--- src/rtl/fetch_queue.sv ---
// ============================================================================
// fetch_queue: in-order instruction prefetch queue with redirect discard.
// Optional same-cycle response bypass: FETCH_BYPASS_EN.          Rev 1.0
// ============================================================================
`default_nettype none

module fetch_queue #(
   parameter int          DEPTH    = 4,
   parameter logic [15:0] RESET_PC = 16'h0000
) (
   input  logic        clk,
   input  logic        rst_n,
   output logic        imem_req_valid,
   input  logic        imem_req_ready,
   output logic [15:0] imem_req_addr,
   input  logic        imem_rsp_valid,
   input  logic [15:0] imem_rsp_data,
   input  logic        redirect_i,
   input  logic [15:0] redirect_pc_i,
   output logic        instr_valid_o,
   input  logic        instr_ready_i,
   output logic [15:0] instr_o,
   output logic [15:0] pc_o
);

   localparam int PTR_W = (DEPTH > 1) ? $clog2(DEPTH) : 1;
   localparam int CNT_W = $clog2(DEPTH + 1);
   localparam int SUM_W = CNT_W + 1;

   logic [15:0]      fetch_pc_q, fetch_pc_d;
   logic [15:0]      rsp_pc_q, rsp_pc_d;
   logic [CNT_W-1:0] outst_q, outst_d;
   logic [CNT_W-1:0] discard_q, discard_d;
   logic [CNT_W-1:0] count_q, count_d;
   logic [PTR_W-1:0] wr_ptr_q, wr_ptr_d;
   logic [PTR_W-1:0] rd_ptr_q, rd_ptr_d;
   logic [31:0]      fifo_q [DEPTH];
   logic [31:0]      fifo_d [DEPTH];

   logic             w_empty;
   logic [SUM_W-1:0] w_inflight;
   logic             w_req_fire;
   logic             w_rsp_take;
   logic             w_rsp_keep;
   logic             w_bypass;
   logic             w_push;
   logic             w_pop;

   assign w_empty    = (count_q == '0);
   assign w_inflight = SUM_W'(count_q) + SUM_W'(outst_q);

   // Credit rule: queue entries plus in-flight requests never exceed DEPTH.
   assign imem_req_valid = rst_n && !redirect_i && (w_inflight < SUM_W'(DEPTH));
   assign imem_req_addr  = fetch_pc_q;
   assign w_req_fire     = imem_req_valid && imem_req_ready;

   // A response with nothing outstanding is a protocol error and is ignored.
   assign w_rsp_take = rst_n && imem_rsp_valid && (outst_q != '0);
   assign w_rsp_keep = w_rsp_take && (discard_q == '0) && !redirect_i;

`ifdef FETCH_BYPASS_EN
   assign w_bypass = w_rsp_keep && w_empty;
`else
   assign w_bypass = 1'b0;
`endif

   assign instr_valid_o = rst_n && !redirect_i && (!w_empty || w_bypass);
   assign instr_o = !rst_n  ? 16'h0000 :
                    w_bypass ? imem_rsp_data :
                    w_empty  ? 16'h0000 : fifo_q[rd_ptr_q][15:0];
   assign pc_o    = !rst_n  ? 16'h0000 :
                    w_bypass ? rsp_pc_q :
                    w_empty  ? 16'h0000 : fifo_q[rd_ptr_q][31:16];

   assign w_pop  = instr_valid_o && instr_ready_i && !w_empty;
   assign w_push = w_rsp_keep && !(w_bypass && instr_ready_i);

   always_comb begin
      fetch_pc_d = fetch_pc_q;
      rsp_pc_d   = rsp_pc_q;
      outst_d    = outst_q + CNT_W'(w_req_fire) - CNT_W'(w_rsp_take);
      discard_d  = discard_q;
      count_d    = count_q;
      wr_ptr_d   = wr_ptr_q;
      rd_ptr_d   = rd_ptr_q;
      fifo_d     = fifo_q;

      if (redirect_i) begin
         fetch_pc_d = redirect_pc_i;
         rsp_pc_d   = redirect_pc_i;
         discard_d  = outst_d;
         count_d    = '0;
         wr_ptr_d   = '0;
         rd_ptr_d   = '0;
      end else begin
         if (w_req_fire) begin
            fetch_pc_d = fetch_pc_q + 16'd2;
         end
         if (w_rsp_take && (discard_q != '0)) begin
            discard_d = discard_q - CNT_W'(1);
         end
         // rsp_pc tracks the address of the oldest live (non-discarded) request.
         if (w_rsp_keep) begin
            rsp_pc_d = rsp_pc_q + 16'd2;
         end
         if (w_push) begin
            fifo_d[wr_ptr_q] = {rsp_pc_q, imem_rsp_data};
            wr_ptr_d         = wr_ptr_q + PTR_W'(1);
         end
         if (w_pop) begin
            rd_ptr_d = rd_ptr_q + PTR_W'(1);
         end
         count_d = count_q + CNT_W'(w_push) - CNT_W'(w_pop);
      end
   end

   always_ff @(posedge clk) begin
      if (!rst_n) begin
         fetch_pc_q <= RESET_PC;
         rsp_pc_q   <= RESET_PC;
         outst_q    <= '0;
         discard_q  <= '0;
         count_q    <= '0;
         wr_ptr_q   <= '0;
         rd_ptr_q   <= '0;
         for (int i = 0; i < DEPTH; i++) begin
            fifo_q[i] <= '0;
         end
      end else begin
         fetch_pc_q <= fetch_pc_d;
         rsp_pc_q   <= rsp_pc_d;
         outst_q    <= outst_d;
         discard_q  <= discard_d;
         count_q    <= count_d;
         wr_ptr_q   <= wr_ptr_d;
         rd_ptr_q   <= rd_ptr_d;
         fifo_q     <= fifo_d;
      end
   end

endmodule

`default_nettype wire

--- config.mk ---
export PLATFORM = sky130hd
export DESIGN_NAME = fetch_queue
export DESIGN_NICKNAME = d
export VERILOG_FILES = /design/src/rtl/fetch_queue.sv
export SDC_FILE = /design/constraint.sdc
export NUM_CORES = 1
export LEC_CHECK = 0
export ABC_CLOCK_PERIOD_IN_PS = 3100
export CAP_MARGIN = 30
export CORE_MARGIN = 1.5
export CORE_UTILIZATION = 33
export DETAILED_ROUTE_END_ITERATION = 10
export PLACE_DENSITY_LB_ADDON = 0.15
export SLEW_MARGIN = 40
export SYNTH_ARGS = -nofsm -noshare
export SYNTH_HDL_FRONTEND = slang
export SYNTH_SLANG_ARGS = --single-unit
--- constraint.sdc ---
create_clock -name clk -period 3.1 [get_ports clk]
set_clock_uncertainty 0.15 [all_clocks]
set_input_delay 0.31 -clock clk [delete_from_list [all_inputs] [get_ports clk]]
set_output_delay 0.31 -clock clk [all_outputs]
set_load 0.005 [all_outputs]
After elaboration in Yosys (flattened, before gate mapping)
Cells that the tools add are included.

Bits in registers: 173. Latch bits: 0. Bits in writable memories: 0. ROM bits: 0. Bits of input ports: 38. Output and inout port bits: 50. Memories kept: 0.

$add $sub $neg: 10. $mul: 0. Div/mod/pow operators: 0. Order comparisons: 4. Equal/unequal tests: 0. Shift-type cells: 0. Multiplexer cells: 16. Bitwise gates (word level): 4. Reductions and logical operators: 23.

Operators with widths (number): $bwmux 128 (1); $mux 16 (8); $mux 32 (3); $bmux 32 s2 (1); $demux 32 s2 (1); $add 16x2->16 const B (2); $logic_and 1x1->1 (12); $add 3x1->3 (2); $ge 3x3->1 const B (2); $logic_not 3->1 (2); $mux 3 (2); $not 2->3 (2); $reduce_bool 2->1 (3); $reduce_bool 3->1 (2); $sub 3x1->3 (2); $add 2x1->2 const B (2); $add 3x3->4 (1); $lt 4x3->1 const B (1); $lt 3x1->1 const B (1); $sub 3x1->3 const B (1); $logic_not 1->1 (2); $not 1->1 (2); $reduce_and 2->1 (1); $reduce_or 2->1 (1).

Longest topological paths before layout
Depth in word-level cells: 7. Depth in mapped cells: 12. Gate-level depth less buffers: 12.

Worst setup path after synthesis
OpenSTA, ideal clock, no wires.

Path type: flip-flop to flip-flop. Start point: register outst_q[2]. End point: register discard_q[2]. Library setup time: 0.117 ns. Data arrival time: 2.472 ns. Data required time: 2.833 ns. Setup slack: 0.361 ns. Stages on the path, launching flop included: 12. Period minus slack after synthesis: 2.739 ns. Path through: dfxtp_1 ha_1 nor4b_4 nand3_2 ha_1 inv_1 ha_1 inv_1 fa_1 xnor2_1 nor2_1 o22a_1.

Word-level cells in the longest chain between the ends: 7. Elaborated cells between the ends (all ways): 11. Those cells by class: add/sub (3); order compare (1); mux (1); reduce/logical (6).

Ends and longest elaborated chain: from (decl) (RTL line 32) `logic [CNT_W-1:0] outst_q, outst_d;`; from (signal assigned) (RTL line 132) `outst_q <= outst_d;`; $add 3x3->4 (RTL line 50) `assign w_inflight = SUM_W'(count_q) + SUM_W'(outst_q);`; $lt 4x3->1 (RTL line 53) `assign imem_req_valid = rst_n && !redirect_i && (w_inflight < SUM_W'(DEPTH));`; $logic_and 1x1->1 (RTL line 53); $logic_and 1x1->1 (RTL line 55) `assign w_req_fire = imem_req_valid && imem_req_ready;`; $add 3x1->3 (RTL line 81) `outst_d = outst_q + CNT_W'(w_req_fire) - CNT_W'(w_rsp_take);`; $sub 3x1->3 (RTL line 81); $mux 3 (RTL line 88) `if (redirect_i) begin`; to (signal assigned) (RTL line 133) `discard_q <= discard_d;`; to (decl) (RTL line 33) `logic [CNT_W-1:0] discard_q, discard_d;`.

Several ways; a longest one is shown, not always the timed one. A chain may end at the register's enable or synchronous reset.

Final worst setup path
Start point: register rd_ptr_q[1]. End point: output port pc_o[13].

Word-level cells in the longest chain between the ends: 6.

Ends and longest elaborated chain: from (decl) (RTL line 36) `logic [PTR_W-1:0] rd_ptr_q, rd_ptr_d;`; from (signal assigned) (RTL line 136) `rd_ptr_q <= rd_ptr_d;`; $not 2->3 (implied by the code) (RTL line 73) `w_empty ? 16'h0000 : fifo_q[rd_ptr_q][31:16];`; $bmux 32 s2 (RTL line 73); $mux 32 (implied by the code) (2 in a row) (RTL line 73); $mux 16 (RTL line 73); $mux 16 (RTL line 71) `assign pc_o = !rst_n ? 16'h0000 :`; to (decl) (RTL line 23) `output logic [15:0] pc_o`.

Every way passes these cells. The select of a mux whose other input is x is not followed.

==> out/metrics.csv <==
metric,value,unit
status,"finished, final reports clean",
power_leakage,3.17,nW
total_power,0.00527,W
drc,0,
setup_tns,0,ps
fin_crit,2890,ps
grt-ovfl-total,0,
path_buf_inv,2,
dr.pass1.iters,5,
path_cells,"buf_4, mux4_2, nor2b_1, clkdlybuf4s50_1",
reg2reg_from,outst_q[2],
viasPerCell,5.09,
grt_antenna_before_repair,0,
vdd_ir_drop_max,0.000377,V
required,2640,ps
path_clk_slew,70,ps
cp-end-kind,output port,
slew_viol_final,0,
area_delta_synth_final,24.8,%
cts_setup_buffers,0,
syn-num-nets,871,
fp.dieArea,23800,um2
io_buffer_count,87,
cts_tree,done,
worst_hold_path.num_cells,2,
die_w,154,um
grt_pass1_wl,31500,um
crit_family,buffers and inverters,
powerDensity,558,nW/um2
rsz0062_at_grt,no,
slew-limit-headroom,52.0,%
drv_cap,0,
holdBufCountCts,0,
startpoint_type,register,
start_util,33.5,%
drive_gt1_share,11.0,%
seq_area_frac_synth,45.8,%
die_y,154,um
hpwl,11900,um
antenna_cells,0,
ys_types,49,
fin_cells,1178,
worstPathArrival,2430,ps
htree_levels,4,
r2r_cells,11,
ios,88,
rows,55,
hp-start,fifo_q[97],
ant_nets,0,
ys_ff_latch,173,
nNetsFinal,934,
fin_util,41.8,%
reg2reg_setup_slack,470,ps
async_flop_share,0,%
core_area,22600,um2
vias,5993,
max_freq,0.345,GHz
wirelength,18800,um
hold_class,reg -> reg,
drt_iter0_drc,351,
synth_edf_count,0,
tightest_slew,720,ps
gp_congestion,0.735,
cts_buffer_depth,2,
cts.sinks,173,
cts_buffers,17,
clock_latency,430,ps
synth_ff_type,dfxtp_1,
r2r-end,discard_q[2],
period_share,93.4,%
max_stage_delay,750,ps
syn_inst,817,
synth_area,7560,um2
worstHoldEndpoint,fifo_q[97],
post_drt_wl_per_cell,15.9,um
yosysWarningCount,0,
grt_max_degree,82,
grt_pass1_vias,5878,
avgSynthCellArea,9.26,um2
finalHoldViolCount,0,
dp.cells,1146,
setup_viol_count_final,0,
ctsResizeCount,0,
grt.total_usage,16.5,%
critPathMaxFanout,20,
slowest_stage,dfxtp_2,
clockRootBuffer,clkbuf_16,
crit_type,reg -> out,
holdWs,310,ps
[cells in the mapped netlist, types with 2 or more instances]
master | n | area share, %
o21ai_1 | 7 | 0.46
ha_1 | 14 | 2.3
o21a_1 | 2 | 0.20
and3_1 | 2 | 0.17
inv_1 | 14 | 0.69
o311ai_0 | 2 | 0.23
and3b_1 | 2 | 0.23
nor3_1 | 4 | 0.26
mux2i_1 | 3 | 0.40
inv_2 | 2 | 0.099
buf_2 | 12 | 0.79
xor2_1 | 9 | 1.0
o21ai_0 | 143 | 9.5
nor2b_1 | 33 | 2.7
a21oi_1 | 21 | 1.4
xnor2_1 | 11 | 1.3
nand2b_1 | 3 | 0.25
clkbuf_1 | 52 | 2.6
a31oi_1 | 16 | 1.3
nand3_1 | 141 | 9.3
o31ai_1 | 3 | 0.30
fa_1 | 2 | 0.53
dfxtp_1 | 173 | 46
nand2_1 | 51 | 2.5
or3_1 | 8 | 0.66
nor4_1 | 2 | 0.17
nand4b_1 | 2 | 0.23
or4_1 | 8 | 0.79
nor2_1 | 10 | 0.50
nand4_1 | 9 | 0.74
and2_1 | 3 | 0.25
buf_1 | 2 | 0.099
o311ai_1 | 4 | 0.46
mux4_2 | 32 | 9.5
[logic make-up after synthesis]
logic type      Yosys count  synth area share (%)
buf+inv                  82                  4.27
compound gates          203                  14.6
flops                   173                  45.8
xor+xnor                 20                  2.32
fa+ha+maj                16                  2.84
simple gates            288                  20.3
mux                      35                  9.92
[state kept, by name, indices dropped and copies added, names as in the netlist]
name           count
count_q            3
rd_ptr_q           2
wr_ptr_q           2
discard_q          3
fifo_q           128
rsp_pc_q          16
outst_q            3
imem_req_addr     16
[routing by layer]
metal	track usage (%)	vias to the layer above	share of wire, %
li1	-	3106	-
met1	23.5	2774	52
met2	25.5	109	44
met3	4.06	4	3.7
met4	3.30	0	0.39
met5	0	-	0
[stage by stage]
stage               instance area [um2]  worst slack (ps)
CTS                                9440               134
floorplan                          7560               361
finish                             9440               205
detailed placement                 8780               296
global route                       9440              84.2
global placement                   8780               356
[power breakdown]
| group | switching (W) | internal, W | total [W] |
|---|---|---|---|
| clock | 0.000942 | 0.00145 | 0.00239 |
| combinational | 0.000274 | 0.000229 | 0.000503 |
| sequential | 0.0000808 | 0.00229 | 0.00237 |
| total | 0.00130 | 0.00397 | 0.00527 |
[placed cells by master (no fill, tap or decap), types with 16 or more instances in the layout]
cell / count
a21oi_1: 21
nand3_1: 141
a31oi_1: 16
mux4_2: 32
dfxtp_1: 171
nand2_1: 51
buf_4: 18
nor2b_1: 33
o21ai_0: 143
clkbuf_16: 17
clkdlybuf4s50_1: 86
[final cells by class]
type	instances	area (um2)
Clock buffer	18	429
Clock inverter	14	228
Fill cell	2281	13100
Inverter	16	60.1
Multi-Input combinational cell	562	3790
Sequential cell	173	3470
Tap cell	285	357
Timing Repair Buffer	110	1110
[worst reg2reg max path: cells and delay by family, from the launching register on]
family	cells	cell delay [ps]
fa+ha+maj	4	1070
simple gates	3	430
flops	1	420
compound gates	1	200
xor+xnor	1	160
buf+inv	2	110
[worst max path at each step]
| stage | startpoint | end | slack (ps) | cells past startpoint |
|---|---|---|---|---|
| 6_report | rd_ptr_q[1] | pc_o[13] | 210 | 4 |
| 5_1_grt | rd_ptr_q[0] | pc_o[2] | 80 | 4 |
| 3_5_place_dp | imem_rsp_valid | count_q[2] | 300 | 11 |
| 3_3_place_gp | imem_rsp_valid | count_q[2] | 360 | 11 |
| 2_1_floorplan | outst_q[2] | discard_q[2] | 360 | 11 |
| 4_1_cts | rd_ptr_q[1] | pc_o[13] | 130 | 4 |
Power figures use the tool's default switching activity.
